[src/rtl/wave_defs.sv]
// Shared definitions for the waveform capture path: state encoding and default widths.
package wave_defs;

  localparam int unsigned WC_ADDR_W   = 8;
  localparam int unsigned WC_SAMPLE_W = 16;
  localparam int unsigned WC_OUT_W    = 8;

  typedef enum logic [1:0] {
    WC_ARMED  = 2'd0,
    WC_ACTIVE = 2'd1,
    WC_WAIT   = 2'd2
  } wc_state_e;

endpackage

[src/rtl/wave_capture_if.sv]
// Sample-stream input and display-RAM write port of the waveform capture block.
interface wave_capture_if #(
  parameter int unsigned ADDR_W   = 8,
  parameter int unsigned SAMPLE_W = 16,
  parameter int unsigned OUT_W    = 8
);
  logic                new_sample_ready;
  logic [SAMPLE_W-1:0] new_sample_in;
  logic                wave_display_idle;
  logic [ADDR_W:0]     write_address;
  logic                write_enable;
  logic [OUT_W-1:0]    write_sample;
  logic                read_index;

  // master: sample source / display side; slave: the capture block
  modport master (
    output new_sample_ready, new_sample_in, wave_display_idle,
    input  write_address, write_enable, write_sample, read_index
  );

  modport slave (
    input  new_sample_ready, new_sample_in, wave_display_idle,
    output write_address, write_enable, write_sample, read_index
  );
endinterface

[src/rtl/dffr.sv]
// Flop bank with synchronous active-high reset to zero.
module dffr #(
  parameter int unsigned W = 1
) (
  input  logic         clk,
  input  logic         reset,
  input  logic [W-1:0] d,
  output logic [W-1:0] q
);
  always_ff @(posedge clk) begin
    if (reset) q <= '0;
    else       q <= d;
  end
endmodule

[src/rtl/dffre.sv]
// Flop bank with synchronous active-high reset to zero and load enable.
module dffre #(
  parameter int unsigned W = 1
) (
  input  logic         clk,
  input  logic         reset,
  input  logic         en,
  input  logic [W-1:0] d,
  output logic [W-1:0] q
);
  always_ff @(posedge clk) begin
    if (reset)   q <= '0;
    else if (en) q <= d;
  end
endmodule

[src/rtl/wave_capture_zero_cross_detector.sv]
// Positive-going zero-crossing detector on a strobed sample sign bit.
module wave_capture_zero_cross_detector (
  input  logic clk,
  input  logic reset,
  input  logic strobe_i,
  input  logic sign_i,
  output logic cross_c_o
);
  logic prev_neg_q;

  // Sign of the most recent strobed sample; clears on reset so the first sample cannot trigger.
  dffre #(.W(1)) u_prev_neg (
    .clk   (clk),
    .reset (reset),
    .en    (strobe_i),
    .d     (sign_i),
    .q     (prev_neg_q)
  );

  assign cross_c_o = strobe_i & prev_neg_q & ~sign_i;
endmodule

[src/rtl/wave_capture.sv]
// Captures one trigger-aligned waveform per display frame into a double-buffered RAM.
module wave_capture
  import wave_defs::*;
#(
  parameter int unsigned ADDR_W   = WC_ADDR_W,
  parameter int unsigned SAMPLE_W = WC_SAMPLE_W,
  parameter int unsigned OUT_W    = WC_OUT_W
) (
  input  logic           clk,
  input  logic           reset,
  wave_capture_if.slave  bus
);
  logic [1:0]          state_raw;
  wc_state_e           state_q, state_d;
  logic [ADDR_W-1:0]   count_q, count_d;
  logic                rd_idx_q, rd_idx_d;
  logic                we_q, we_d;
  logic [ADDR_W:0]     addr_q, addr_d;
  logic [OUT_W-1:0]    data_q, data_d;
  logic [SAMPLE_W-1:0] sample;
  logic [OUT_W-1:0]    disp_sample;
  logic                strobe;
  logic                cross_c;
  logic                unused_low_bits;

  assign sample = bus.new_sample_in;
  assign strobe = bus.new_sample_ready;
  assign state_q = wc_state_e'(state_raw);

  // Top OUT_W bits with the sign flipped: signed -> offset binary.
  assign disp_sample = {~sample[SAMPLE_W-1], sample[SAMPLE_W-2 -: OUT_W-1]};
  assign unused_low_bits = ^sample[SAMPLE_W-OUT_W-1:0];

  wave_capture_zero_cross_detector u_zcd (
    .clk       (clk),
    .reset     (reset),
    .strobe_i  (strobe),
    .sign_i    (sample[SAMPLE_W-1]),
    .cross_c_o (cross_c)
  );

  always_comb begin
    state_d  = state_q;
    count_d  = count_q;
    rd_idx_d = rd_idx_q;
    we_d     = 1'b0;
    addr_d   = addr_q;
    data_d   = data_q;
    unique case (state_q)
      WC_ARMED: begin
        if (cross_c) begin
          we_d    = 1'b1;
          addr_d  = {~rd_idx_q, ADDR_W'(0)};
          data_d  = disp_sample;
          count_d = ADDR_W'(1);
          state_d = WC_ACTIVE;
        end
      end
      WC_ACTIVE: begin
        // The terminal write wraps count to zero on its way to WAIT.
        if (strobe) begin
          we_d    = 1'b1;
          addr_d  = {~rd_idx_q, count_q};
          data_d  = disp_sample;
          count_d = count_q + ADDR_W'(1);
          if (count_q == {ADDR_W{1'b1}}) state_d = WC_WAIT;
        end
      end
      WC_WAIT: begin
        if (bus.wave_display_idle) begin
          rd_idx_d = ~rd_idx_q;
          state_d  = WC_ARMED;
        end
      end
      default: state_d = WC_ARMED;
    endcase
  end

  dffr #(.W(2))        u_state (.clk(clk), .reset(reset), .d(state_d),  .q(state_raw));
  dffr #(.W(ADDR_W))   u_count (.clk(clk), .reset(reset), .d(count_d),  .q(count_q));
  dffr #(.W(1))        u_rdidx (.clk(clk), .reset(reset), .d(rd_idx_d), .q(rd_idx_q));
  dffr #(.W(1))        u_we    (.clk(clk), .reset(reset), .d(we_d),     .q(we_q));
  dffr #(.W(ADDR_W+1)) u_addr  (.clk(clk), .reset(reset), .d(addr_d),   .q(addr_q));
  dffr #(.W(OUT_W))    u_data  (.clk(clk), .reset(reset), .d(data_d),   .q(data_q));

  assign bus.write_enable  = we_q;
  assign bus.write_address = addr_q;
  assign bus.write_sample  = data_q;
  assign bus.read_index    = rd_idx_q;
endmodule

[src/flat_wrapper.sv]
// flat-port wrapper written by rule: the top's interface ports become plain ports
module wave_capture_flat import wave_defs::*;
#(
  parameter int unsigned ADDR_W   = WC_ADDR_W,
  parameter int unsigned SAMPLE_W = WC_SAMPLE_W,
  parameter int unsigned OUT_W    = WC_OUT_W
)
  (clk, reset, bus_new_sample_ready, bus_new_sample_in, bus_wave_display_idle, bus_write_address, bus_write_enable, bus_write_sample, bus_read_index);
  wave_capture_if #(.ADDR_W(ADDR_W), .SAMPLE_W(SAMPLE_W), .OUT_W(OUT_W)) bus_i ();
  input  logic clk;
  input  logic reset;
  input wire logic [$bits(bus_i.new_sample_ready)-1:0] bus_new_sample_ready;
  input wire logic [$bits(bus_i.new_sample_in)-1:0] bus_new_sample_in;
  input wire logic [$bits(bus_i.wave_display_idle)-1:0] bus_wave_display_idle;
  output wire logic [$bits(bus_i.write_address)-1:0] bus_write_address;
  output wire logic [$bits(bus_i.write_enable)-1:0] bus_write_enable;
  output wire logic [$bits(bus_i.write_sample)-1:0] bus_write_sample;
  output wire logic [$bits(bus_i.read_index)-1:0] bus_read_index;
  assign bus_i.new_sample_ready = bus_new_sample_ready;
  assign bus_i.new_sample_in = bus_new_sample_in;
  assign bus_i.wave_display_idle = bus_wave_display_idle;
  assign bus_write_address = bus_i.write_address;
  assign bus_write_enable = bus_i.write_enable;
  assign bus_write_sample = bus_i.write_sample;
  assign bus_read_index = bus_i.read_index;
  wave_capture #(.ADDR_W(ADDR_W), .SAMPLE_W(SAMPLE_W), .OUT_W(OUT_W)) u_core (.clk(clk), .reset(reset), .bus(bus_i));
endmodule
[config.mk]
export PLATFORM = sky130hd
export DESIGN_NAME = wave_capture_flat
export DESIGN_NICKNAME = d
export VERILOG_FILES = /design/src/rtl/wave_defs.sv /design/src/rtl/wave_capture_if.sv /design/src/rtl/dffr.sv /design/src/rtl/dffre.sv /design/src/rtl/wave_capture_zero_cross_detector.sv /design/src/rtl/wave_capture.sv /design/src/flat_wrapper.sv
export SDC_FILE = /design/constraint.sdc
export NUM_CORES = 1
export LEC_CHECK = 0
export ABC_AREA = 0
export CORE_ASPECT_RATIO = 2
export CORE_MARGIN = 2
export CORE_UTILIZATION = 30
export CTS_BUF_LIST = sky130_fd_sc_hd__clkbuf_8 sky130_fd_sc_hd__clkbuf_16
export CTS_CLUSTER_DIAMETER = 40
export DETAILED_ROUTE_END_ITERATION = 12
export HOLD_SLACK_MARGIN = 0.06
export PLACE_DENSITY = 0.54
export SYNTH_ARGS = -nofsm -noshare
export SYNTH_HDL_FRONTEND = slang
export SYNTH_SLANG_ARGS = --single-unit
[constraint.sdc]
create_clock -name clk -period 1.5 [get_ports clk]
set_input_delay 0.225 -clock clk [delete_from_list [all_inputs] [get_ports clk]]
set_output_delay 0.225 -clock clk [all_outputs]
set_load 0.01 [all_outputs]
* Word level (Yosys, flattened, before mapping)
Index checks and enable logic that the tools add are counted.
** Word-level totals
- Bits in registers :: 30
- Latch bits :: 0
- Memory bits (writable) :: 0
- ROM bits :: 0
- Bits of input ports :: 20
- Logic and storage cells :: 41
- Memories kept :: 0
** Operators by class
- $add $sub $neg :: 1
- Multiply operators :: 0
- Divide/modulo/power cells :: 0
- Magnitude comparators :: 0
- Eq/ne operators :: 7
- Shift operators :: 0
- Multiplexer cells :: 17
- Bitwise gates (word level) :: 4
- Reduce and logical (&&, ||, !) cells :: 5
** Operator list (number)
- 2-to-1 mux 8 bit :: 4
- case mux 8 bit (2 select lines) :: 2
- 2-to-1 mux 9 bit :: 2
- case mux 9 bit (2 select lines) :: 1
- adder 8 x 1 -> 8 bit, second input constant :: 1
- equality test 8 bit, second input constant :: 1
- 2-to-1 mux 2 bit :: 4
- case mux 2 bit (3 select lines) :: 1
- != test 2 x 1 -> 1 bit, second input constant :: 2
- != test 2 bit, second input constant :: 2
- AND reduction 4 bit :: 1
- AND reduction 3 bit :: 1
- bitwise AND 1 bit :: 2
- equality test 2 x 1 -> 1 bit, second input constant :: 1
- equality test 2 bit, second input constant :: 1
- zero test 2 bit :: 1
- 2-to-1 mux 1 bit :: 2
- inverter 1 bit :: 2
- case mux 1 bit (2 select lines) :: 1
- AND reduction 2 bit :: 1
- nonzero test 2 bit :: 1

* Longest topological paths before layout
Gate-level depths: netlist (run 1).
- Depth after elaboration :: 4
- Mapped depth :: 6

* Modules after synthesis
A second synthesis (run 1) with hierarchy kept.
** Unflattened totals
- Cells, all modules :: 130
- Area, all modules :: 1348.8 um2
** By module, submodules not included
- wave_capture :: instances 1, cells each 68, area an instance 529.3 um2
- dffr (u_core.u_count ...) :: instances 2, cells each 16, area an instance 210.2 um2
- dffr (u_core.u_addr) :: instances 1, cells each 18, area an instance 236.5 um2
- dffr (u_core.u_rdidx ...) :: instances 2, cells each 2, area an instance 33.8 um2
- dffr (u_core.u_state) :: instances 1, cells each 4, area an instance 52.6 um2
- dffre :: instances 1, cells each 3, area an instance 33.8 um2
- wave_capture_zero_cross_detector :: instances 1, cells each 1, area an instance 8.8 um2

* Worst setup path after synthesis (run 1)
OpenSTA, ideal clock, no wires.
- Path type :: reg-to-reg
- Start :: register u_core.u_state.q[1]
- End :: register u_core.u_count.q[4]
- Library setup time :: 0.120 ns
- Arrival time :: 1.141 ns
- Path slack :: 0.239 ns
- Cell stages (with the launch flop) :: 6
- Period minus slack after synthesis :: 1.261 ns
- Cell sequence :: dfxtp_1 > and2b_2 > o21a_4 > buf_6 > a41oi_1 > nor3_1
** On the way
- Longest elaborated chain between the ends :: 3
- Elaborated cells on any way between the ends :: 7
- Those cells by class :: eq/ne: 3; mux: 1; reduce/logical: 3
** Ends and longest elaborated chain
- from (decl) :: line dffr.sv:8 : output logic [W-1:0] q
- from (signal assigned) :: line dffr.sv:11 : if (reset) q <= '0;
- from (signal assigned) :: line dffr.sv:12 : else q <= d;
- equality test 2 x 1 -> 1 bit or zero test 2 bit (tied branches) :: line wave_capture.sv:49 : unique case (state_q)
- != test 2 bit (no line) (tied with other cells)
- AND reduction 3 bit (no line)
- to (signal assigned) :: line dffr.sv:11
- to (signal assigned) :: line dffr.sv:12
- to (decl) :: line dffr.sv:8
Several ways; a longest one is shown, not always the timed one.
A chain may end at the register's enable or synchronous reset.

* Final worst setup path (run 1)
- Start :: register u_core.u_rdidx.q
- End :: output bus_read_index
** RTL lines
- from (decl) :: line dffr.sv:8
- from (signal assigned) :: line dffr.sv:11
- from (signal assigned) :: line dffr.sv:12
- to (decl) :: line flat_wrapper.sv:18 : output wire logic [$bits(bus_i.read_index)-1:0] bus_read_index;
No word-level cell between the ends.

==> results.yml, run 1 <==
global_route:
  grt_pass1_wl_mm: 4.84
  antenna_found_initial: 0
  grt_max_degree: 24
  first_global_vias: 1101
  globalRouteOverflowTotal: 0
  grt_use_total: 0.134
critical_path:
  start_kind: "flip-flop"
  crit_arrival_ns: 1.19
  path_max_fanout: 3
  critPathBufInv: 1
  cp.required_ns: 1.27
  crit_chain: "clkdlybuf4s50_1"
  cp_slowest_cell: "clkdlybuf4s50_1"
  cp-end-kind: "output pin"
  crit_path_max_incr_delay_ns: 0.55
  critPathTopFamily: "buffers and inverters"
  crit_type: "reg2out"
timing:
  whs_ns: 0.449
  worst_pin_slew_ns: 0.286
  period_share: 0.946
  period_minus_slack_ns: 1.42
  rsz0062_at_grt: "no"
  relSlewSlack: 0.809
  timing.fmax_mhz: 705
  drv_slew: 0
  clock-skew-final_ns: 0.00613
  setup_viol: 0
  setup_slack_ns: 0.0809
  hold_viol_final: 0
placed_design:
  dp_slack_ns: -0.104
  finalWeightedCongestion: 0.815
  port_buffers: 30
  hpwl_mm: 2.27
  dp.cells: 229
synthesis:
  synth_top_area_cell: "dfxtp_1"
  syn_area_um2: 1250
  yosys.area.top_type_share: 0.479
  synth_edf_count: 0
  yosysMostFrequentCell: "dfxtp_1"
  synth_nets: 165
  synthCells: 144
  ys.flop_type: "dfxtp_1"
  async_flop_share: 0
  postSynthAreaPerCell_um2: 8.71
  yosysWarnings: 0
  yosysSeqAreaShare: 0.479
  ys_seq_elements: 30
  synth_cell_types: 36
  synth_common_cells: "30 x dfxtp_1, 26 x nand2_1, 17 x a21oi_1"
  synth_area_leaders: "dfxtp_1 48%, nand2_1 7.8%, a21oi_1 6.8%"
drt:
  wl_mm: 2.96
  post_drt_wl_per_cell_um: 12.5
  vias: 1146
  vias_per_cell: 4.84
  ant_nets: 0
  drc_errors: 0
  first_iter_violations: 33
  firstDrtPassIters: 4
clock_tree:
  path_clk_slew_ns: 0.06
  post_cts_buffers: 0
  clock_path_buffers: 2
  cts_hold_buffers: 0
  worstSkewPairLatency_ns: 0.27
  cts_tree: "yes"
  numClockSinks: 30
  numCtsBuffers: 5
  htreeDepth: 2
  cts-root-buf: "clkbuf_8"
  cts_resized: 0
run_status:
  status: "complete, no violations"
die:
  rows: 33
  die_x_um: 49.7
  coreArea_um2: 4050
  die_height_um: 95.5
  start_util: 0.310
  dieArea_um2: 4750
  io-pin-count: 39
finish:
  antenna_cells: 0
  final_cell_count_no_fill: 237
  fin_nets: 205
  syn_to_final_growth_pct: 38.8
  drive_above_1_share: 0.135
  fill_cells: 435
power_and_ir_drop:
  p_int_mw: 1.27
  p_sw_mw: 0.389
  comb_power_share: 0.108
  p_leak_nw: 0.623
  seqPwrFrac: 0.501
  p_clk_frac: 0.392
  vdd_ir_drop_max_mv: 0.799
  swShare: 0.235
  cellPowerDensity_nw_per_um2: 953
worst_hold_path:
  worst_hold_path_type: "reg2reg"
job:
  maxCapViolCount: 0
==> power by group through the flow <==
stage / clock (mW) / sequential [mW] / combinational, mW
after detailed placement: 0 / 0.849 / 0.180
final: 0.650 / 0.831 / 0.179
after global placement: 0 / 0.847 / 0.178
after global routing: 0.705 / 0.833 / 0.197
after floorplan: 0 / 0.849 / 0.0962
after CTS: 0.679 / 0.831 / 0.181
==> per-layer routing <==
layer	GRT usage	vias to the layer above	part of all wire
met5	0	-	0
met4	0.0648	0	0.021
met3	0.0345	5	0.035
met2	0.241	30	0.56
met1	0.143	537	0.39
li1	-	574	-
==> area by class of cell <==
| class | instances | area (µm²) | share of cell area |
|---|---|---|---|
| clock buffers | 6 | 82.6 | 0.0474 |
| clock inverters | 2 | 8.76 | 0.00503 |
| inverters | 2 | 7.51 | 0.00431 |
| multi-input cells | 103 | 574 | 0.330 |
| flip-flops and latches | 30 | 601 | 0.345 |
| well taps | 52 | 65.1 | 0.0374 |
| repair buffers | 42 | 403 | 0.231 |
==> sequential cells by signal, indices dropped and copies added, names as in the netlist <==
name	count
u_core.u_rdidx.q	1
u_core.u_count.q	8
u_core.u_we.q	1
u_core.u_zcd.u_prev_neg.q	1
u_core.u_addr.q	9
u_core.u_data.q	8
u_core.u_state.q	2
==> cell families (layout without fill, tap and decap cells) <==
kind of cell / count (synthesis) / in the layout / share of synthesized area
buffers and inverters: 11 / 52 / 0.0638
XOR/XNOR: 4 / 4 / 0.0279
AO/OA/AOI/OAI: 33 / 33 / 0.176
adder cells (fa/ha/maj): 1 / 1 / 0.00997
multiplexers: 1 / 1 / 0.00798
flip-flops: 30 / 30 / 0.479
AND/OR/NAND/NOR: 64 / 64 / 0.235
==> worst paths after layout <==
check                 startpoint                   to  slack [ns]  cells after the start
max reg2reg  u_core.u_count.q[0]  u_core.u_count.q[6]        0.16                      4
min reg2reg   u_core.u_addr.q[1]   u_core.u_addr.q[1]        0.45                      2
max             u_core.u_rdidx.q       bus_read_index        0.08                      1
min           u_core.u_addr.q[1]   u_core.u_addr.q[1]        0.45                      2
==> through the flow <==
stage	area [µm²]	power [mW]	setup TNS (ns)	utilization
after floorplan	1250	0.945	0	-
after global routing	1740	1.74	0	0.430
after CTS	1740	1.69	0	0.430
final	1740	1.66	0	0.430
after detailed placement	1650	1.03	-1.13	0.408
after global placement	1650	1.02	-0.719	0.408
==> layout by cell type (no fill, tap or decap) <==
| cell | n |
|---|---|
| a311oi_1 | 1 |
| or2b_1 | 1 |
| and4_1 | 1 |
| and2b_1 | 1 |
| a22oi_1 | 1 |
| and2b_2 | 1 |
| nor2_1 | 14 |
| inv_1 | 3 |
| o2111ai_1 | 1 |
| o21ai_0 | 3 |
| nand4_1 | 1 |
| o21a_4 | 1 |
| xor2_1 | 4 |
| nor3_1 | 3 |
| mux2i_1 | 1 |
| a21oi_2 | 1 |
| buf_4 | 11 |
| or3_1 | 1 |
| and4b_1 | 1 |
| o211ai_1 | 2 |
| o21ai_4 | 1 |
| a41oi_1 | 1 |
| and3_1 | 1 |
| clkinv_2 | 1 |
| ha_1 | 1 |
| a21oi_1 | 17 |
| a31o_2 | 1 |
| a211oi_1 | 2 |
| buf_12 | 1 |
| nor2b_1 | 1 |
| nand2_1 | 26 |
| a221oi_1 | 1 |
| nand3_1 | 11 |
| dfxtp_1 | 30 |
| clkbuf_8 | 6 |
| clkdlybuf4s50_1 | 30 |
| and3_2 | 1 |
Power figures use the tool's default switching activity.
==> inputs of run 2 (changes only) <==
Settings changed: CTS_CLUSTER_SIZE set to 25.
==> results of run 2 <==
Same layout as run 1: the final DEF is identical, and so are final timing and power.
==> inputs of run 3 (changes only) <==
Settings changed: CTS_CLUSTER_SIZE 25 to not set, REMOVE_ABC_BUFFERS set to 1.
==> run 3 against run 2 <==
  * Design area increased by 0.14%
  * Clock skew decreased by 0.00068 ns
  * Non-clock buffer count increased by 2
  * Total power decreased by 0.29%
  * Clock power decreased by 2%
  * First-iteration DRC count decreased by 6.1%
  * Via count increased by 2.9%
  * Combinational power increased by 6%
  * Largest cell class unchanged
==> results.yml, run 3 (synthesis gave the netlist of run 1 again) <==
run_status:
  status: "complete, no violations"
global_route:
  grt_use_total: 0.146
  grt_pass1_wl_mm: 5.20
  grt_max_degree: 21
  globalRouteOverflowTotal: 0
  antenna_found_initial: 0
  first_global_vias: 1117
finish:
  drive_above_1_share: 0.145
  final_cell_count_no_fill: 238
  top_register: "u_core.u_addr.q"
  fin_nets: 208
  largest_reg_flops: 9
  syn_to_final_growth_pct: 39.0
  antenna_cells: 0
  final_cell_mix: "30 x clkdlybuf4s50_1, 30 x dfxtp_1, 26 x nand2_1, 17 x a21oi_1"
  top_regs: "u_core.u_addr.q x9, u_core.u_count.q x8, u_core.u_data.q x8"
critical_path:
  cp_slowest_cell: "clkdlybuf4s50_1"
  cp.depth: 1
  cp.required_ns: 1.27
  crit_arrival_ns: 1.20
  path_max_fanout: 3
  r2r_cells: 4
  start_kind: "flip-flop"
  cp-end-kind: "output pin"
  critPathBufInv: 1
  crit_path_max_incr_delay_ns: 0.56
  crit_chain: "clkdlybuf4s50_1"
  crit_type: "reg2out"
  critPathTopFamily: "buffers and inverters"
worst_hold_path:
  min_path_cells: 2
  worst_hold_path_type: "reg2reg"
clock_tree:
  post_cts_buffers: 0
  cts_tree: "yes"
  cts_resized: 0
  numCtsBuffers: 5
  htreeDepth: 2
  path_clk_slew_ns: 0.06
  cts_hold_buffers: 0
  numClockSinks: 30
  worstSkewPairLatency_ns: 0.28
  clock_path_buffers: 2
  cts-root-buf: "clkbuf_8"
placed_design:
  dp_slack_ns: -0.126
  hpwl_mm: 2.31
  finalWeightedCongestion: 0.822
  dp.cells: 231
  port_buffers: 30
die:
  start_util: 0.310
  rows: 33
  coreArea_um2: 4050
  io-pin-count: 39
  dieArea_um2: 4750
  die_x_um: 49.7
  die_height_um: 95.5
drt:
  vias: 1179
  firstDrtPassIters: 4
  drc_errors: 0
  post_drt_wl_per_cell_um: 13.6
  ant_nets: 0
  wl_mm: 3.25
  vias_per_cell: 4.95
  first_iter_violations: 31
timing:
  period_share: 0.951
  rsz0062_at_grt: "no"
  fin_tns_setup_ns: 0
  setup_viol: 0
  relSlewSlack: 0.760
  period_minus_slack_ns: 1.43
  worst_pin_slew_ns: 0.359
  whs_ns: 0.447
  clock-skew-final_ns: 0.00545
  drv_slew: 0
  hold_viol_final: 0
  timing.fmax_mhz: 701
  setup_slack_ns: 0.0737
power_and_ir_drop:
  cellPowerDensity_nw_per_um2: 949
  p_leak_nw: 0.623
  vdd_ir_drop_max_mv: 0.620
job:
  maxCapViolCount: 0
run 3: cell type report:
class	instances	area, µm²
flip-flops and latches	30	601
multi-input cells	104	583
fillers	465	2300
clock buffers	6	82.6
repair buffers	44	405
well taps	52	65.1
inverters	2	7.51
run 3: tightest hold or removal path, cell delays in order, from the launching register on:
cell and delay (ns):
dfxtp_1 0.31, nand2_1 0.05, a21oi_1 0.05
run 3: stage by stage:
step	utilization	instance area, µm²	power [mW]
4_1_cts	0.429	1740	1.66
3_3_place_gp	0.408	1650	1.03
5_1_grt	0.431	1740	1.72
3_5_place_dp	0.408	1650	1.03
2_1_floorplan	-	1180	0.917
6_report	0.431	1740	1.66
run 3: power by group:
part           leakage [nW]  internal, mW  total [mW]  switching [mW]
registers             0.242         0.816       0.828          0.0121
clock network        0.0431         0.353       0.638           0.284
logic                 0.337        0.0946       0.190          0.0956
run 3: per-layer routing:
| metal | global-route usage | part of all wire |
|---|---|---|
| met3 | 0.0423 | 0.039 |
| met4 | 0.0810 | 0.029 |
| met2 | 0.263 | 0.57 |
| met1 | 0.146 | 0.37 |
| met5 | 0 | 0 |
run 3: path summary, 6_finish.rpt:
check	slack, ns	to	startpoint
worst max register to register	0.15	u_core.u_count.q[4]	u_core.u_state.q[1]
worst max-delay path	0.07	bus_read_index	u_core.u_rdidx.q
worst min register to register	0.45	u_core.u_addr.q[4]	u_core.u_addr.q[4]
worst min-delay path	0.45	u_core.u_addr.q[4]	u_core.u_addr.q[4]
